<file path="config.mk">
export PLATFORM = sky130hd
export DESIGN_NAME = operand_fetch_stage
export DESIGN_NICKNAME = d
export VERILOG_FILES = /design/src/rtl/operand_fetch_stage.sv
export SDC_FILE = /design/constraint.sdc
export NUM_CORES = 1
export LEC_CHECK = 0
export ABC_AREA = 1
export CAP_MARGIN = 20
export CORE_MARGIN = 5
export CORE_UTILIZATION = 44
export DETAILED_ROUTE_END_ITERATION = 7
export GPL_TIMING_DRIVEN = 0
export HOLD_SLACK_MARGIN = 0.1
export PLACE_DENSITY_LB_ADDON = 0.08
export SLEW_MARGIN = 20
export SYNTH_ARGS = -nofsm -noshare
export SYNTH_HDL_FRONTEND = slang
export SYNTH_SLANG_ARGS = --single-unit
</file>
<file path="constraint.sdc">
create_clock -name clock -period 6.6 [get_ports clock]
set_input_delay 1.32 -clock clock [delete_from_list [all_inputs] [get_ports clock]]
set_output_delay 1.32 -clock clock [all_outputs]
set_load 0.01 [all_outputs]
</file>
<file path="src/rtl/operand_fetch_stage.sv">
`default_nettype none
// ============================================================================
// Module      : operand_fetch_stage
// Description : RISC-V decode / operand-fetch stage feeding the ID/EX register.
//               Decodes the incoming instruction, drives the register file read
//               addresses, resolves both source operands through the EX and WB
//               bypass paths, detects load-use hazards and builds the immediate.
//               Results are registered into ID/EX with flush > stall > normal
//               priority.
// Ports       : clock/clear          - clock, asynchronous active-high reset
//               inValid/inInstr/inPc - instruction from fetch
//               inReady              - instruction accepted this cycle
//               flush                - kill the instruction being accepted
//               addrA/addrB          - register file read addresses (comb)
//               dataA/dataB          - register file read data (comb)
//               ex*/wb*              - bypass and hazard sources
//               out*                 - ID/EX pipeline register contents
// Revision    : 1.0 - initial release
// ============================================================================
module operand_fetch_stage #(
  parameter int width     = 32,
  parameter int addrWidth = 5
) (
  input  logic                 clock,
  input  logic                 clear,
  input  logic                 inValid,
  input  logic [31:0]          inInstr,
  input  logic [width-1:0]     inPc,
  output logic                 inReady,
  input  logic                 flush,
  output logic [addrWidth-1:0] addrA,
  output logic [addrWidth-1:0] addrB,
  input  logic [width-1:0]     dataA,
  input  logic [width-1:0]     dataB,
  input  logic                 exRegWrite,
  input  logic                 exMemRead,
  input  logic [addrWidth-1:0] exRd,
  input  logic [width-1:0]     exResult,
  input  logic                 wbRegWrite,
  input  logic [addrWidth-1:0] wbRd,
  input  logic [width-1:0]     wbData,
  output logic                 outValid,
  output logic [width-1:0]     outPc,
  output logic [31:0]          outInstr,
  output logic [width-1:0]     outRs1Val,
  output logic [width-1:0]     outRs2Val,
  output logic [width-1:0]     outImm,
  output logic [addrWidth-1:0] outRd
);

  localparam logic [6:0] opc_r      = 7'b0110011;
  localparam logic [6:0] opc_i_alu  = 7'b0010011;
  localparam logic [6:0] opc_load   = 7'b0000011;
  localparam logic [6:0] opc_jalr   = 7'b1100111;
  localparam logic [6:0] opc_store  = 7'b0100011;
  localparam logic [6:0] opc_branch = 7'b1100011;
  localparam logic [6:0] opc_lui    = 7'b0110111;
  localparam logic [6:0] opc_auipc  = 7'b0010111;
  localparam logic [6:0] opc_jal    = 7'b1101111;

  logic [6:0]           opcode;
  logic [addrWidth-1:0] rs1;
  logic [addrWidth-1:0] rs2;
  logic [addrWidth-1:0] rd;
  logic                 uses_rs1;
  logic                 uses_rs2;
  logic [31:0]          imm32;
  logic [width-1:0]     imm_ext;
  logic [width-1:0]     rs1_val;
  logic [width-1:0]     rs2_val;
  logic                 ex_load_hit;
  logic                 stall;

  assign opcode = inInstr[6:0];
  assign rs1    = addrWidth'(inInstr[19:15]);
  assign rs2    = addrWidth'(inInstr[24:20]);
  assign rd     = addrWidth'(inInstr[11:7]);
  assign addrA  = rs1;
  assign addrB  = rs2;

  // Source usage and immediate format selected by opcode.
  always_comb begin
    uses_rs1 = 1'b0;
    uses_rs2 = 1'b0;
    imm32    = 32'd0;
    case (opcode)
      opc_r: begin
        uses_rs1 = 1'b1;
        uses_rs2 = 1'b1;
      end
      opc_i_alu, opc_load, opc_jalr: begin
        uses_rs1 = 1'b1;
        imm32    = {{20{inInstr[31]}}, inInstr[31:20]};
      end
      opc_store: begin
        uses_rs1 = 1'b1;
        uses_rs2 = 1'b1;
        imm32    = {{20{inInstr[31]}}, inInstr[31:25], inInstr[11:7]};
      end
      opc_branch: begin
        uses_rs1 = 1'b1;
        uses_rs2 = 1'b1;
        imm32    = {{19{inInstr[31]}}, inInstr[31], inInstr[7],
                    inInstr[30:25], inInstr[11:8], 1'b0};
      end
      opc_lui, opc_auipc: begin
        imm32 = {inInstr[31:12], 12'd0};
      end
      opc_jal: begin
        imm32 = {{11{inInstr[31]}}, inInstr[31], inInstr[19:12],
                 inInstr[20], inInstr[30:21], 1'b0};
      end
      default: begin
        imm32 = 32'd0;
      end
    endcase
  end

  // The 32-bit immediate is already sign-correct; widen it arithmetically.
  assign imm_ext = width'($signed(imm32));

  // x0 is hard-wired, then EX (non-load) wins over WB, then the register file.
  // The WB bypass is needed because the register file write lands only at
  // the next edge.
  function automatic logic [width-1:0] resolve(
    input logic [addrWidth-1:0] rs,
    input logic [width-1:0]     rf_val,
    input logic                 ex_we,
    input logic                 ex_ld,
    input logic [addrWidth-1:0] ex_rd,
    input logic [width-1:0]     ex_val,
    input logic                 wb_we,
    input logic [addrWidth-1:0] wb_rd,
    input logic [width-1:0]     wb_val
  );
    if (rs == '0)                            return '0;
    else if (ex_we && !ex_ld && ex_rd == rs) return ex_val;
    else if (wb_we && wb_rd == rs)           return wb_val;
    else                                     return rf_val;
  endfunction

  assign rs1_val = resolve(rs1, dataA, exRegWrite, exMemRead, exRd, exResult,
                           wbRegWrite, wbRd, wbData);
  assign rs2_val = resolve(rs2, dataB, exRegWrite, exMemRead, exRd, exResult,
                           wbRegWrite, wbRd, wbData);

  // A load in EX only blocks this instruction if a source it actually reads
  // matches; the loaded value reaches WB one cycle later, so one bubble is enough.
  assign ex_load_hit = exRegWrite && exMemRead && (exRd != '0);
  assign stall       = inValid && ex_load_hit &&
                       ((uses_rs1 && exRd == rs1) || (uses_rs2 && exRd == rs2));
  // A flushed instruction is dropped, so it must not be held in fetch.
  assign inReady     = !stall || flush;

  always_ff @(posedge clock or posedge clear) begin
    if (clear) begin
      outValid  <= 1'b0;
      outPc     <= '0;
      outInstr  <= '0;
      outRs1Val <= '0;
      outRs2Val <= '0;
      outImm    <= '0;
      outRd     <= '0;
    end else if (flush || stall) begin
      outValid  <= 1'b0;
    end else begin
      outValid  <= inValid;
      outPc     <= inPc;
      outInstr  <= inInstr;
      outRs1Val <= rs1_val;
      outRs2Val <= rs2_val;
      outImm    <= imm_ext;
      outRd     <= rd;
    end
  end

endmodule
`default_nettype wire

</file>
# Word-level counts from Yosys, hierarchy flattened
# Cells that the tools add are included.
# totals
reg_bits,166
latch_bits,0
mem_bits_rw,0
romBits,0
input_bits,209
out_inout_bits,177
wordCells,53
n_memories,0
# classes
n_addsub,0
mul,0
div_mod_pow,0
magnitude_cmp,0
n_eq_ne,13
shifts,0
n_mux,10
n_bitwise,0
reduce_logical,23
# ops
op,count
2-to-1 mux 32 bit,6
one-hot mux 32 bit (5 select lines),1
"equality test 7 x 6 -> 1 bit, second input constant",3
"equality test 7 bit, second input constant",3
equality test 5 bit,4
"equality test 7 x 5 -> 1 bit, second input constant",2
logical AND 1 bit,11
logical NOT 5 bit,2
"equality test 7 x 2 -> 1 bit, second input constant",1
OR reduction 3 bit,2
OR reduction 6 bit,1
nonzero test 5 bit,1
logical OR 1 bit,3
2-to-1 mux 1 bit,3
logical NOT 1 bit,2
OR reduction 2 bit,1

# Longest topological paths before layout
# Gate-level depths: netlist (run 1).
# logic_depth
word_depth,8
mapped_depth,14
ltp_nobuf,12

# Worst setup path after synthesis (run 1)
# No wires, ideal clock.
# synth_path
kind,input-to-output
from,in inInstr[1]
to,out inReady
arrival_ns,2.167
required_time_ns,5.280
setup_slack_ns,3.113
stages,7
n_path_buf,0
path_cell_list,nand2_1 > nor3_2 > nand3_1 > nand2_1 > nand2_1 > nand2_2 > nand3_1
# synth_via
elab_chain_cells,8
word_cells_on_any_way,16
cone_classes,6 x eq/ne; 2 x mux; 8 x reduce/logical
# synth_lines
element,line_no,source
start: declaration,27,"input logic [31:0] inInstr,"
equality test 7 bit (tied with other cells),86,case (opcode)
OR reduction 6 bit (no line) or OR reduction 3 bit (tied branches),-,
2-to-1 mux 1 bit,86,
logical AND 1 bit,151,((uses_rs1 && exRd == rs1) || (uses_rs2 && exRd == rs2));
logical OR 1 bit *,151,
logical AND 1 bit *,150,assign stall = inValid && ex_load_hit &&
logical NOT 1 bit *,153,assign inReady = !stall || flush;
logical OR 1 bit *,153,
end: declaration,29,"output logic inReady,"
# Mark *: on every way between the ends. The rest lies on a longest branch, timed or not.

# Worst setup path after layout (run 1)
# layout_path
from,in inInstr[16]
to,out inReady
# layout_via
elab_chain_cells,6
# layout_lines
element,line_no
equality test 5 bit,151
logical AND 1 bit,151
logical OR 1 bit,151
logical AND 1 bit,150
logical NOT 1 bit,153
logical OR 1 bit,153
# No other way between the ends.

==> results.txt, run 1 <==
The number of instances resized during post-cts repair came out at 0. Total count of max-transition violations in the final report: 0. The aggregate global-route resource usage was 28.6%; the count of unresolved DRC violations after routing was 0. The maximum ir drop on the vdd rail was 0.144 mV; the clock-pin slew on the worst setup and hold paths was 70 ps. The number of flops mapped to enable cells by yosys was 0.

The run gives 17 as the clock buffer count from CTS. At the pin with the least slew margin, the transition time is 987 ps. Overall power consumption after layout is estimated at 2.83 mW. After the last flow step, the layout net total stands at 2,063. Input and output buffers added on the ports amount to 385. The number of setup violations in the final report is 0. The total clock sinks came out at 161. For the final database, setup skew stands at 0 ps. The count of nets left with antenna violations once routing finished came out at 0. The die covers 24,700 um^2. The maximum root-to-sink buffer count came out at 2.

The total grt overflow was 0; the wire length of the first global-routing pass was 56,000 um. Setup repair after global routing left no endpoint under its margin. The detailed-router iteration count before antenna repair came out at 5.

The hold violation count in the final report was 0; the remaining max-slew budget at the tightest pin was 34.0%. The final wirelength is 36,100 um, and the Yosys warning count is 0. Dividing the detail-routed wire length by the instance count gives 16.8 um. In this run the core area contains 54 standard-cell rows.

The die is 157 um wide. Static timing analysis puts the maximum clock frequency at 0.201 GHz. TritonCTS built the clock tree. The required time of the worst setup path was 5280 ps; the post-detailed-route via-to-cell ratio was 5.04. STA classifies the critical path startpoint as an input pin. For the max-cap check violation count, the log shows 0.

The number of top-level design ports was 386. The synthesized design contains 161 register bits. Synthesis handed over a netlist of 1,449 instances. The tools report the core area as 21,600 um^2. The average footprint of a synthesized cell was 6.59 um^2; the cell count after placement was 2,115. The area growth from synthesis to layout is 50.7%, and the fraction of layout instances using a drive strength above 1 is 5.09%. STA classifies the critical path endpoint as an output port.

The startpoint-to-endpoint class of the critical path is input pin to output port. Once the clock tree was built, the setup fixing pass inserted 0 buffers. The library cell used most frequently in the layout, excluding fill and tap cells, is nand2_1.

The ratio of total power to cell area is 196 nW/um^2, and the maximum level of the CTS H-tree is 4. In this run the vertical extent of the chip is 157 um. After detailed placement, the total cell area comes to 13,800 um^2. The shortest clock period the worst path allows after layout was 4970 ps; the via count of the first global-routing pass was 10,600.

The congestion estimate from routability-driven global placement came to 0.923. The synthesized netlist contains 26 unique library cells. The final critical path takes up 75.4% of the cycle. Once detailed placement completed, the half-perimeter wirelength came to 28,300 um. Maximum fanout along the worst path: 6. The class of the most critical hold timing path is register to register.

Standby leakage power: 7.56 nW. The share of synthesized flip-flops with an asynchronous set or reset works out to 100%. The run finished with clean final reports. The initial antenna violation count is 2. The run gives 3650 ps as the arrival time of data at the critical path endpoint. The most used flip-flop cell after synthesis is dfrtp_1. In the layout the commonest cells are 660 x nand2_1, 385 x clkdlybuf4s50_1, 180 x nand3_1. The share of the Yosys chip area taken by registers is 42.2%. Buffers inserted to repair hold after CTS numbered 0.

For this block, the initial DRC count from the detailed router was 782. The routed via count is 10,800, and the net count of the mapped netlist is 1,658. Clock latency on the worst-skew pair, taken at its later pin, is 430 ps. The run gives 14,400 um^2 as the post-route cell area. Leaving out filler cells and counting taps, the final layout contains 2,148. After synthesis the cells add up to 9550 um^2. The largest net degree at the start of global routing was 90. The tree is rooted in a clkbuf_16.

For the initial core utilization, the log shows 44.2%. The worst hold margin was 470 ps.
==> per-stage QoR <==
step / worst slack [ps] / setup TNS [ps] / utilization (%)
2_1_floorplan: 932 / 0 / -
6_report: 1630 / 0 / 66.5
4_1_cts: 1630 / 0 / 66.5
3_3_place_gp: -1380 / -219140 / 63.6
3_5_place_dp: 1650 / 0 / 63.8
5_1_grt: 1450 / 0 / 66.5
==> flip-flops by register name, summed over array words and instances (netlist names) <==
signal / flops
outImm: 32
outInstr: 32
outPc: 32
outRs1Val: 32
outRs2Val: 32
outValid: 1
==> layout make-up <==
cell class / count / area [um^2]
fill: 1983 / 7230
multi-input combinational: 1105 / 4670
sequential: 161 / 4030
timing repair buffer: 386 / 3880
buffer: 114 / 587
clock buffer: 17 / 425
tap: 280 / 350
inverter: 69 / 267
clock inverter: 15 / 170
antenna: 1 / 2.50
==> synthesized netlist by cell type (10+ instances only) <==
cell	number	area share, %
nand2_1	660	26
nand3_1	180	9.4
dfrtp_1	161	42
nor2_1	147	5.8
nand4_1	66	4.3
inv_1	61	2.4
clkbuf_1	58	2.3
buf_2	22	1.2
buf_4	15	1.2
a21oi_1	14	0.73
o211ai_1	12	0.94
o21ai_0	11	0.58
buf_6	10	1.2
==> power by group <==
group | internal (mW) | leakage (nW) | switching [mW] | total, mW
registers | 1.07 | 2.02 | 0.0487 | 1.12
clock network | 0.540 | 0.284 | 0.468 | 1.01
logic | 0.354 | 5.26 | 0.346 | 0.701
total | 1.96 | 7.56 | 0.863 | 2.83
==> metal layers <==
| metal | routed length [um] | GRT usage, % | vias to the layer above |
|---|---|---|---|
| li1 | - | - | 5403 |
| met1 | 14200 | 35.2 | 4881 |
| met2 | 17500 | 49.6 | 465 |
| met3 | 3290 | 6.63 | 71 |
| met4 | 1060 | 9.67 | 2 |
| met5 | 11 | 0 | - |
==> cell families after synthesis <==
group | share of synthesized area [%]
xor gates and xnor gates | 0.183
and+or+nand+nor | 46.3
DFF | 42.2
AOI/OAI and AO/OA | 2.42
buffers and inverters | 8.86
==> critical path: stages <==
cell	delay, ps
clkdlybuf4s50_1	690
inv_2	90
nand2_1	70
nand2_1	50
nor2_1	130
nand2_1	110
nor2_2	340
nand2_1	110
nand2_2	110
nand3_1	90
clkdlybuf4s50_1	560
==> worst paths after layout <==
| path | from | to | slack, ps | depth (start not counted) |
|---|---|---|---|---|
| max | inInstr[16] | inReady | 1630 | 11 |
| min | outPc[27] | outPc[27] | 470 | 2 |
| max reg2reg | outImm[11] | outImm[11] | 5910 | 2 |
| min reg2reg | outPc[27] | outPc[27] | 470 | 2 |
| max in group asynchronous | clear | outInstr[9] | 4420 | 3 |
| min in group asynchronous | clear | outPc[4] | 1330 | 2 |
No activity file was read; power rests on OpenSTA's default activity.
==> inputs of run 2 (changes only) <==
CORE_UTILIZATION = 40   (was 44)
clock period = 4.5 ns   (was 6.6 ns; I/O delays follow)
==> run 2 against run 1 <==
Via count down 1.0%. Highest routed layer unchanged. Non-clock buffer count increased by 5. Largest cell class unchanged. Clock-buffer cell count grew 1. Final area is 1.1% higher. Cell count rose by 2.0%. Sequential share of layout area down 0.30 points. Global-route usage shrank 1.9 points.
==> results.txt, run 2 (synthesized netlist as in run 1, its figures left out) <==
The placed wire-length estimate after detailed placement is 29,300 um. The run finished with clean final reports. The combined flip-flop and latch cell area was 4030 um^2; the worst clock skew on the final layout was 0 ps. The ratio of total power to cell area is 289 nW/um^2, and the number of input and output port buffers inserted is 385. For the worst-skew pair, the clock arrives at the later sink with an insertion delay of 420 ps. The post-detailed-route via-to-cell ratio is 4.89. The analysis attributes to cell leakage a power of 7.61 nW. The via count of the first global-routing pass is 10,600.

In the final timing run, aggregate negative setup slack is 0 ps. The number of instances resized during post-cts repair was 0; the remaining max-slew budget at the tightest pin was 31.5%. The worst register-to-register path has a depth of 2. Global routing finished with a remaining overflow of 0. The first TritonRoute pass finished after 5 iterations. STA classifies the critical path startpoint as an input pin. In the routed design, unresolved DRC markers number 0. The tools report the initial antenna violation count as 2. The logs give 56 for the number of core rows and 37,100 um for the final wirelength.

The first routing iteration left 611 violations. The tools report the required time of the worst setup path as 3600 ps. Setup repair after global routing left no endpoint under its margin. Timing would allow up to 0.238 GHz.

From left edge to right edge, the die measures 165 um. The maximum fanout along the worst path is 7. Relative to the synthesized area, the layout overhead comes to 52.3%. Clock tree synthesis selected as its root buffer the cell clkbuf_16.

The initial utilization of the core area, before any placement, comes to 40.7%. At the placement stage, the worst setup path has a slack of 328 ps. The logs give 14,500 um^2 for the post-route cell area and 2,228 for the number of filler instances in the final layout. Hold violation count in the final report: 0. Cells with a size suffix above 1 make up 5.29% of the layout. For the aggregate global-route resource usage, the log shows 26.8%. During I/O placement, the number of pins put on the boundary was 386. The worst setup path is captured at an output port. At the worst endpoint, the arrival time is 3300 ps. The design draws 4.20 mW. Hold repair after CTS inserted 0 buffers. The first global-routing pass estimated 56,900 um of wire. The logs give 33 for the largest net degree at the start of global routing and 23,500 um^2 for the core area. Startpoint-to-endpoint class of the critical path: input pin to output port. The slew of the pin with the lowest slew margin was 1030 ps. The run gives 0 as the number of setup violations in the final report.

In this run the worst hold path is classified as register to register. The longest clock path from root to sink contains 2 buffers. The routed via count was 10,700. Clock-pin slew was measured on the worst setup and hold paths at 70 ps. TritonCTS built the clock tree.

Final core area utilization: 62.0%. In the final routed layout, each cell accounts on average for 16.9 um. The post-detailed-route count of antenna-violating nets was 0. The worst hold path was traced through 2 stages. The tools report the total count of max-transition violations in the final report as 0.

The floorplan step defined a die boundary enclosing 27,100 um^2. The library cell used most frequently in the layout, excluding fill and tap cells, is nand2_1. The final critical path takes up 93.3% of the cycle. Once placement finished, the instance area stood at 13,900 um^2.

The shortest clock period the worst path allows after layout is 4200 ps. After layout, the worst setup slack is 304 ps. The total clock sinks was 161. The floorplan die height is 165 um. The maximum ir drop on the vdd rail is 0.167 mV.

The logs give 4670 um^2 for the area occupied by multi-input gates and 4 for the maximum level of the CTS H-tree. The final layout contains 2,068 nets. Leaving out fill and tap cells, the most frequent cells in the layout are 660 x nand2_1, 385 x clkdlybuf4s50_1, 180 x nand3_1.

After clock tree synthesis, the setup repair step added 0 buffers. The logs give 0.918 for the global placer's final weighted congestion and 17 for the clock buffer count from CTS. The tool flagged a number of max-cap violations equal to 0.
[run 2: worst paths after layout]
kind	endpoint	from	slack [ps]
worst max-delay path	inReady	inInstr[17]	300
worst min register to register	outPc[7]	outPc[7]	470
worst min-delay path	outPc[7]	outPc[7]	470
max in group asynchronous	outRs1Val[31]	clear	2780
worst max register to register	outImm[23]	outImm[23]	3840
min in group asynchronous	outRs1Val[13]	clear	820
[run 2: worst max-delay path: stages]
cell and delay, ps:
clkdlybuf4s50_1 730, inv_2 80, nand2_1 70, nand2_1 50
nor2_1 160, inv_2 70, nor2_2 370, nand2_1 120
nand2_2 110, nand3_1 80, clkdlybuf4s50_1 550
[run 2: layout make-up]
type,instances,area share [%]
Tap cell,319,2.74
Clock inverter,14,1.18
Buffer,114,4.03
Sequential cell,161,27.7
Timing Repair Buffer,391,27.4
Multi-Input combinational cell,1105,32.1
Clock buffer,18,2.95
Antenna cell,1,0.0172
Inverter,69,1.81
[run 2: per-stage QoR]
stage	hold slack [ps]	instances
2_1_floorplan	506	1449
3_3_place_gp	453	2153
3_5_place_dp	457	2159
4_1_cts	474	2191
5_1_grt	490	2191
6_report	469	2192
[run 2: routing by layer]
layer / up-vias / wire, um / global-route usage (%)
met5: - / 26 / 0
met4: 4 / 614 / 6.81
met3: 40 / 3010 / 6.81
met2: 380 / 18200 / 47.1
met1: 4872 / 15200 / 32.9
li1: 5413 / - / -
[run 2: report_power, final]
| group | switching (mW) | internal (mW) | total, mW |
|---|---|---|---|
| registers | 0.0684 | 1.57 | 1.64 |
| clock network | 0.677 | 0.840 | 1.52 |
| logic | 0.517 | 0.529 | 1.05 |
| total | 1.26 | 2.94 | 4.20 |
